--- src/rtl/gf2_poly_div_if.sv ---
// Handshake and data bundle for the bit-serial GF(2)[x] divider.
interface gf2_poly_div_if #(
  parameter int N = 5,
  parameter int M = 3
);
  logic         start;
  logic [N-1:0] a;
  logic [M-1:0] b;
  logic         busy;
  logic         done;
  logic         err;
  logic [N-1:0] q;
  logic [M-2:0] r;

  modport master (output start, a, b, input busy, done, err, q, r);
  modport slave  (input start, a, b, output busy, done, err, q, r);
endinterface

--- src/rtl/gf2_poly_div.sv ---
// Bit-serial GF(2)[x] divider: normalises the divisor so its top bit is set,
// long-divides one quotient bit per cycle, then shifts the remainder back.
module gf2_poly_div #(
  parameter int N = 5,
  parameter int M = 3
) (
  input  logic          clk,
  input  logic          rst_n,
  gf2_poly_div_if.slave bus
);
  localparam int CW = $clog2(N + M) + 1;
  localparam int SW = $clog2(M) + 1;

  typedef enum logic [2:0] {S_IDLE, S_NORM, S_DIV, S_DENORM, S_DONE} state_t;

  state_t        r_state;
  logic [N-1:0]  r_a;
  logic [M-1:0]  r_b;
  logic [M-2:0]  r_rem;
  logic [N-1:0]  r_quo;
  logic [SW-1:0] r_s;
  logic [CW-1:0] r_cnt;
  logic          r_err_pend;
  logic          r_busy;
  logic          r_done;
  logic          r_err;
  logic [N-1:0]  r_q;
  logic [M-2:0]  r_r;

  logic [M-1:0]  w_t;
  logic [M-2:0]  w_sub;

  // Top bit of T always cancels against the normalised divisor's top bit.
  assign w_t   = {r_rem, r_a[N-1]};
  assign w_sub = w_t[M-2:0] ^ r_b[M-2:0];

  always_ff @(posedge clk or negedge rst_n) begin
    if (!rst_n) begin
      r_state    <= S_IDLE;
      r_a        <= '0;
      r_b        <= '0;
      r_rem      <= '0;
      r_quo      <= '0;
      r_s        <= '0;
      r_cnt      <= '0;
      r_err_pend <= 1'b0;
      r_busy     <= 1'b0;
      r_done     <= 1'b0;
      r_err      <= 1'b0;
      r_q        <= '0;
      r_r        <= '0;
    end else begin
      r_done <= 1'b0;
      case (r_state)
        S_IDLE: begin
          if (bus.start) begin
            r_rem <= '0;
            r_quo <= '0;
            r_s   <= '0;
            r_a   <= bus.a;
            r_b   <= bus.b;
            if (bus.b == '0) begin
              r_err_pend <= 1'b1;
              r_state    <= S_DONE;
            end else begin
              r_err_pend <= 1'b0;
              r_busy     <= 1'b1;
              r_state    <= S_NORM;
            end
          end
        end
        S_NORM: begin
          if (r_b[M-1]) begin
            r_cnt   <= CW'(N) + CW'(r_s);
            r_state <= S_DIV;
          end else begin
            r_b <= r_b << 1;
            r_s <= r_s + SW'(1);
          end
        end
        S_DIV: begin
          r_rem <= w_t[M-1] ? w_sub : w_t[M-2:0];
          r_quo <= {r_quo[N-2:0], w_t[M-1]};
          r_a   <= {r_a[N-2:0], 1'b0};
          r_cnt <= r_cnt - CW'(1);
          if (r_cnt == CW'(1)) begin
            if (r_s != '0) begin
              r_state <= S_DENORM;
            end else begin
              r_busy  <= 1'b0;
              r_state <= S_DONE;
            end
          end
        end
        S_DENORM: begin
          r_rem <= r_rem >> 1;
          r_s   <= r_s - SW'(1);
          if (r_s == SW'(1)) begin
            r_busy  <= 1'b0;
            r_state <= S_DONE;
          end
        end
        S_DONE: begin
          r_done  <= 1'b1;
          r_q     <= r_quo;
          r_r     <= r_rem;
          r_err   <= r_err_pend;
          r_state <= S_IDLE;
        end
        default: begin
          r_busy  <= 1'b0;
          r_state <= S_IDLE;
        end
      endcase
    end
  end

  assign bus.busy = r_busy;
  assign bus.done = r_done;
  assign bus.err  = r_err;
  assign bus.q    = r_q;
  assign bus.r    = r_r;
endmodule

--- src/flat_wrapper.sv ---
// flat-port wrapper written by rule: the top's interface ports become plain ports
module gf2_poly_div_flat 
#(
  parameter int N = 5,
  parameter int M = 3
)
  (clk, rst_n, bus_start, bus_a, bus_b, bus_busy, bus_done, bus_err, bus_q, bus_r);
  gf2_poly_div_if #(.N(N), .M(M)) bus_i ();
  input  logic clk;
  input  logic rst_n;
  input wire logic [$bits(bus_i.start)-1:0] bus_start;
  input wire logic [$bits(bus_i.a)-1:0] bus_a;
  input wire logic [$bits(bus_i.b)-1:0] bus_b;
  output wire logic [$bits(bus_i.busy)-1:0] bus_busy;
  output wire logic [$bits(bus_i.done)-1:0] bus_done;
  output wire logic [$bits(bus_i.err)-1:0] bus_err;
  output wire logic [$bits(bus_i.q)-1:0] bus_q;
  output wire logic [$bits(bus_i.r)-1:0] bus_r;
  assign bus_i.start = bus_start;
  assign bus_i.a = bus_a;
  assign bus_i.b = bus_b;
  assign bus_busy = bus_i.busy;
  assign bus_done = bus_i.done;
  assign bus_err = bus_i.err;
  assign bus_q = bus_i.q;
  assign bus_r = bus_i.r;
  gf2_poly_div #(.N(N), .M(M)) u_core (.clk(clk), .rst_n(rst_n), .bus(bus_i));
endmodule
--- config.mk ---
export PLATFORM = sky130hd
export DESIGN_NAME = gf2_poly_div_flat
export DESIGN_NICKNAME = d
export VERILOG_FILES = /design/src/rtl/gf2_poly_div_if.sv /design/src/rtl/gf2_poly_div.sv /design/src/flat_wrapper.sv
export SDC_FILE = /design/constraint.sdc
export NUM_CORES = 1
export LEC_CHECK = 0
export CORE_AREA = 2 2 76 49
export CTS_BUF_LIST = sky130_fd_sc_hd__clkbuf_4 sky130_fd_sc_hd__clkbuf_8
export CTS_CLUSTER_SIZE = 30
export DETAILED_ROUTE_END_ITERATION = 16
export DIE_AREA = 0 0 78 51
export PLACE_DENSITY = 0.81
export SETUP_SLACK_MARGIN = 0.5
export SYNTH_ARGS = -nofsm -noshare
export SYNTH_HDL_FRONTEND = slang
export SYNTH_SLANG_ARGS = --single-unit
--- constraint.sdc ---
create_clock -name clk -period 2.1 [get_ports clk]
set_clock_uncertainty 0.2 [all_clocks]
set_input_delay 0.21 -clock clk [delete_from_list [all_inputs] [get_ports clk]]
set_output_delay 0.21 -clock clk [all_outputs]
set_load 0.05 [all_outputs]
==> metrics.txt <==
# TYPE chip_impl_metric gauge
chip_impl_metric{name="post_synth_arst_share",unit="%"} 100.0
chip_impl_metric{name="r2r_setup_slack",unit="ns"} 0.35
chip_impl_metric{name="cts.sink_count",unit=""} 36
chip_impl_metric{name="start_util",unit="%"} 53.24
chip_impl_metric{name="synth_sequential_area_ratio",unit="%"} 49.72
chip_impl_metric{name="boundaryPins",unit=""} 21
chip_impl_info{name="cp_top_family",value="simple AND/OR/NAND/NOR gates"} 1
chip_impl_metric{name="overflow",unit=""} 0
chip_impl_metric{name="via_count",unit=""} 1516
chip_impl_metric{name="r2r_cells",unit=""} 5
chip_impl_metric{name="post-route-drc-count",unit=""} 0
chip_impl_metric{name="power_frac_clock",unit="%"} 15.3
chip_impl_info{name="synthTopCellsByArea",value="dfrtp_1 50%, mux2_1 5.6%, ha_1 4.1%, mux2i_1 3.3%, a22o_1 2.9%"} 1
chip_impl_metric{name="report.final.hold_viol_count",unit=""} 0
chip_impl_metric{name="synth.net_count",unit=""} 180
chip_impl_metric{name="timing.critical_path.slowest_cell_delay",unit="ns"} 0.46
chip_impl_metric{name="chipHeight",unit="um"} 51
chip_impl_metric{name="design.final.nets",unit=""} 231
chip_impl_metric{name="worstPathBufferInverterCount",unit=""} 1
chip_impl_metric{name="clk-insertion-delay-late",unit="ns"} 0.29
chip_impl_metric{name="drive_above_1_share",unit="%"} 35.35
chip_impl_metric{name="final-setup-viol-count",unit=""} 0
chip_impl_info{name="critical_path.startpoint_type",value="register"} 1
chip_impl_metric{name="vdd_ir_drop_max",unit="V"} 0.0008093
chip_impl_metric{name="io_buffer_count",unit=""} 20
chip_impl_info{name="yosys.cell_count.top_type",value="dfrtp_1"} 1
chip_impl_metric{name="number_of_buffers_created_by_cts",unit=""} 5
chip_impl_metric{name="synth_warnings",unit=""} 0
chip_impl_metric{name="ff_latch_area",unit="um2"} 903.4
chip_impl_metric{name="power.share.sequential",unit="%"} 30.5
chip_impl_metric{name="placed_cells_incl_taps",unit=""} 230
chip_impl_metric{name="path_clk_slew",unit="ns"} 0.08
chip_impl_metric{name="crit_path_max_fanout",unit=""} 7
chip_impl_metric{name="comb_power_share",unit="%"} 54.1
chip_impl_metric{name="synthesis.area",unit="um2"} 1812
chip_impl_metric{name="postLayoutCoreUtil",unit="%"} 74.67
chip_impl_metric{name="max_cap_viol_count",unit=""} 0
chip_impl_info{name="synth.largest_area_cell",value="dfrtp_1"} 1
chip_impl_info{name="cts_tree",value="done"} 1
chip_impl_metric{name="detail_route.vias_per_cell",unit=""} 5.786
chip_impl_metric{name="overall_global_routing_resource_usage",unit="%"} 25.10
chip_impl_metric{name="power.switching",unit="mW"} 1.659
chip_impl_info{name="hold_path.class",value="input pin to asynchronous set/reset pin"} 1
chip_impl_metric{name="layout.cells.non_filler",unit=""} 262
chip_impl_metric{name="synth_cell_types",unit=""} 49
chip_impl_metric{name="antenna_left",unit=""} 0
chip_impl_metric{name="synth_cells",unit=""} 163
chip_impl_metric{name="route.detailed.wl_per_inst",unit="um"} 18.18
chip_impl_metric{name="antenna_found_initial",unit=""} 0
chip_impl_metric{name="die_width",unit="um"} 78
chip_impl_metric{name="post_dp_cell_area",unit="um2"} 2100
chip_impl_metric{name="power.internal",unit="mW"} 2.277
chip_impl_metric{name="first_pass_iters",unit=""} 4
chip_impl_metric{name="half_perimeter_wire_length_after_placement",unit="um"} 2842
chip_impl_metric{name="layout.filler_cells",unit=""} 226
chip_impl_metric{name="finish.instance_area",unit="um2"} 2541
chip_impl_info{name="crit-reg2reg-launch",value="u_core.r_state[1]"} 1
chip_impl_metric{name="worst-slew-pin-transition",unit="ns"} 0.4973
chip_impl_metric{name="yosys.area.top_type_share",unit="%"} 49.72
chip_impl_info{name="synthTopCellsByCount",value="36 x dfrtp_1, 11 x nand2_1, 9 x mux2_1"} 1
chip_impl_info{name="worstPathCellList",value="buf_6, nor2_4, and3_4, nor3b_2, a221o_1"} 1
chip_impl_metric{name="ys_ff_latch",unit=""} 36
chip_impl_metric{name="globalplace.congestion",unit=""} 0.8950
chip_impl_metric{name="sw_frac_of_total",unit="%"} 42.15
chip_impl_metric{name="number_of_rows_created_at_floorplan",unit=""} 17
chip_impl_metric{name="grt_start_max_net_pins",unit=""} 37
chip_impl_metric{name="diodes",unit=""} 0
chip_impl_metric{name="multi_input_comb_area",unit="um2"} 1003
chip_impl_info{name="ys.flop_type",value="dfrtp_1"} 1
chip_impl_metric{name="power.leakage",unit="nW"} 1.155
chip_impl_info{name="highest_delay_cell_along_the_critical_path",value="dfrtp_1"} 1
chip_impl_metric{name="timing_max_transition_violations_final",unit=""} 0
chip_impl_metric{name="tightest_slew_margin_relative_to_the_limit",unit="%"} 66.98
chip_impl_info{name="critical_path_class",value="register to register"} 1
chip_impl_metric{name="crit_required",unit="ns"} 2.08
chip_impl_metric{name="min_period_over_period",unit="%"} 83.36
chip_impl_metric{name="floorplan.die_area",unit="um2"} 3978
chip_impl_metric{name="period_needed",unit="ns"} 1.751
chip_impl_metric{name="grt_pass1_wl",unit="um"} 7445
chip_impl_info{name="clk_root_buffer_cell",value="clkbuf_8"} 1
chip_impl_info{name="status",value="finished clean"} 1
chip_impl_metric{name="clock.fmax",unit="MHz"} 571.2
chip_impl_metric{name="fin_tns_setup",unit="ns"} 0
chip_impl_info{name="rsz0062_at_grt",value="yes"} 1
chip_impl_metric{name="wirelength",unit="um"} 4764
chip_impl_metric{name="power_per_cell_area",unit="nW/um2"} 1549
chip_impl_metric{name="cts_max_level",unit=""} 2
chip_impl_metric{name="synth_area_per_cell",unit="um2"} 11.11
chip_impl_metric{name="cts-root-to-sink-buffers",unit=""} 2
chip_impl_metric{name="fp.coreArea",unit="um2"} 3403
chip_impl_metric{name="grt_pass1_vias",unit=""} 1474
chip_impl_metric{name="drt_iter0_markers",unit=""} 110
chip_impl_info{name="critical_path.endpoint_type",value="register"} 1
chip_impl_metric{name="synth-edff-count",unit=""} 0
chip_impl_metric{name="flow.area_growth_from_synthesis",unit="%"} 40.26
chip_impl_metric{name="critical_path_arrival",unit="ns"} 1.73
chip_impl_info{name="rr_endpoint",value="u_core.r_b[1]"} 1
## metal layers
| layer | vias up | routed length [um] | track usage (%) | part of all wire [%] |
|---|---|---|---|---|
| li1 | 705 | - | - | - |
| met3 | 16 | 234 | 6.360 | 4.9 |
| met4 | 0 | 126 | 11.40 | 2.6 |
| met2 | 44 | 2240 | 38.94 | 47 |
| met5 | - | 0 | 0 | 0 |
| met1 | 751 | 2163 | 33.72 | 45 |
## cell type report
cell class                      instances  share of cell area, %
Clock buffer                            5                  2.708
Sequential cell                        36                  35.55
Inverter                                8                  1.182
Multi-Input combinational cell        114                  39.49
Clock inverter                          3                  1.674
Tap cell                               47                  2.314
Timing Repair Buffer                   49                  17.09
## stage by stage
| stage | power [mW] | hold slack, ns | setup slack (ns) |
|---|---|---|---|
| 2_1_floorplan | 2.284 | -0.2856 | 0.4810 |
| 5_1_grt | 4.173 | 0.1634 | 0.2705 |
| 3_3_place_gp | 2.611 | 0.2670 | 0.2781 |
| 6_report | 3.936 | 0.1239 | 0.3494 |
| 4_1_cts | 3.587 | 0.1455 | 0.3709 |
| 3_5_place_dp | 2.695 | 0.2705 | 0.2330 |
## registers in the layout, summed over array words and instances (netlist names)
name,flops
u_core.bus.busy,1
u_core.r_cnt,4
u_core.r_s,3
u_core.r_a,5
u_core.bus.err,1
u_core.r_quo,5
u_core.bus.done,1
u_core.r_rem,2
u_core.bus.r,2
u_core.r_state,3
u_core.r_err_pend,1
u_core.bus.q,5
u_core.r_b,3
## cell usage in the layout (no fill, tap or decap), types with 3 or more instances in the layout
cell | netlist | final
a21oi_1 | 5 | 5
a22o_1 | 6 | 6
buf_4 | 0 | 23
buf_6 | 2 | 6
clkbuf_8 | 0 | 5
clkdlybuf4s15_1 | 0 | 5
clkdlybuf4s50_1 | 0 | 10
dfrtp_1 | 36 | 34
dlygate4sd2_1 | 0 | 5
ha_1 | 6 | 5
inv_1 | 6 | 3
inv_2 | 2 | 5
mux2_1 | 9 | 8
mux2i_1 | 6 | 6
nand2_1 | 11 | 8
nand2b_1 | 4 | 4
nand4_1 | 3 | 3
nor2_1 | 7 | 4
nor2_4 | 1 | 3
o21ai_0 | 7 | 6
o21ai_1 | 5 | 5
## power groups by stage
| stage | clock network, mW | registers [mW] | logic (mW) |
|---|---|---|---|
| 4_1_cts | 0.608 | 1.19 | 1.79 |
| 3_3_place_gp | 0 | 1.17 | 1.44 |
| 6_report | 0.603 | 1.20 | 2.13 |
| 3_5_place_dp | 0 | 1.19 | 1.51 |
| 2_1_floorplan | 0 | 1.25 | 1.03 |
| 5_1_grt | 0.637 | 1.23 | 2.30 |
## worst max-delay path by stage
stage                 startpoint                 to  slack, ns  cells after the start
2_1_floorplan    u_core.r_cnt[1]    u_core.bus.busy       0.48                      6
3_3_place_gp           bus_start  u_core.r_state[0]       0.28                      5
3_5_place_dp           bus_start  u_core.r_state[0]       0.23                      5
4_1_cts          u_core.r_cnt[1]  u_core.r_state[2]       0.37                      5
5_1_grt          u_core.r_cnt[1]  u_core.r_state[2]       0.27                      5
6_report       u_core.r_state[1]      u_core.r_b[1]       0.35                      5
## what timing repair did
item,CTS,global route
cloned,3,0
pin swaps,6,5
endpoints found under the setup margin,43,38
gates resized for setup,33,24
hold buffers,0,0
buffers inserted,12,9
## logic make-up (layout without fill, tap and decap cells)
family | after synthesis | count (layout) | synth area share, %
fa+ha+maj | 6 | 6 | 4.144
xor+xnor | 2 | 2 | 0.9670
compound gates | 43 | 43 | 17.13
flops | 36 | 36 | 49.72
buf+inv | 15 | 65 | 4.213
simple gates | 46 | 48 | 14.92
mux | 15 | 15 | 8.909
Power figures use the tool's default switching activity.
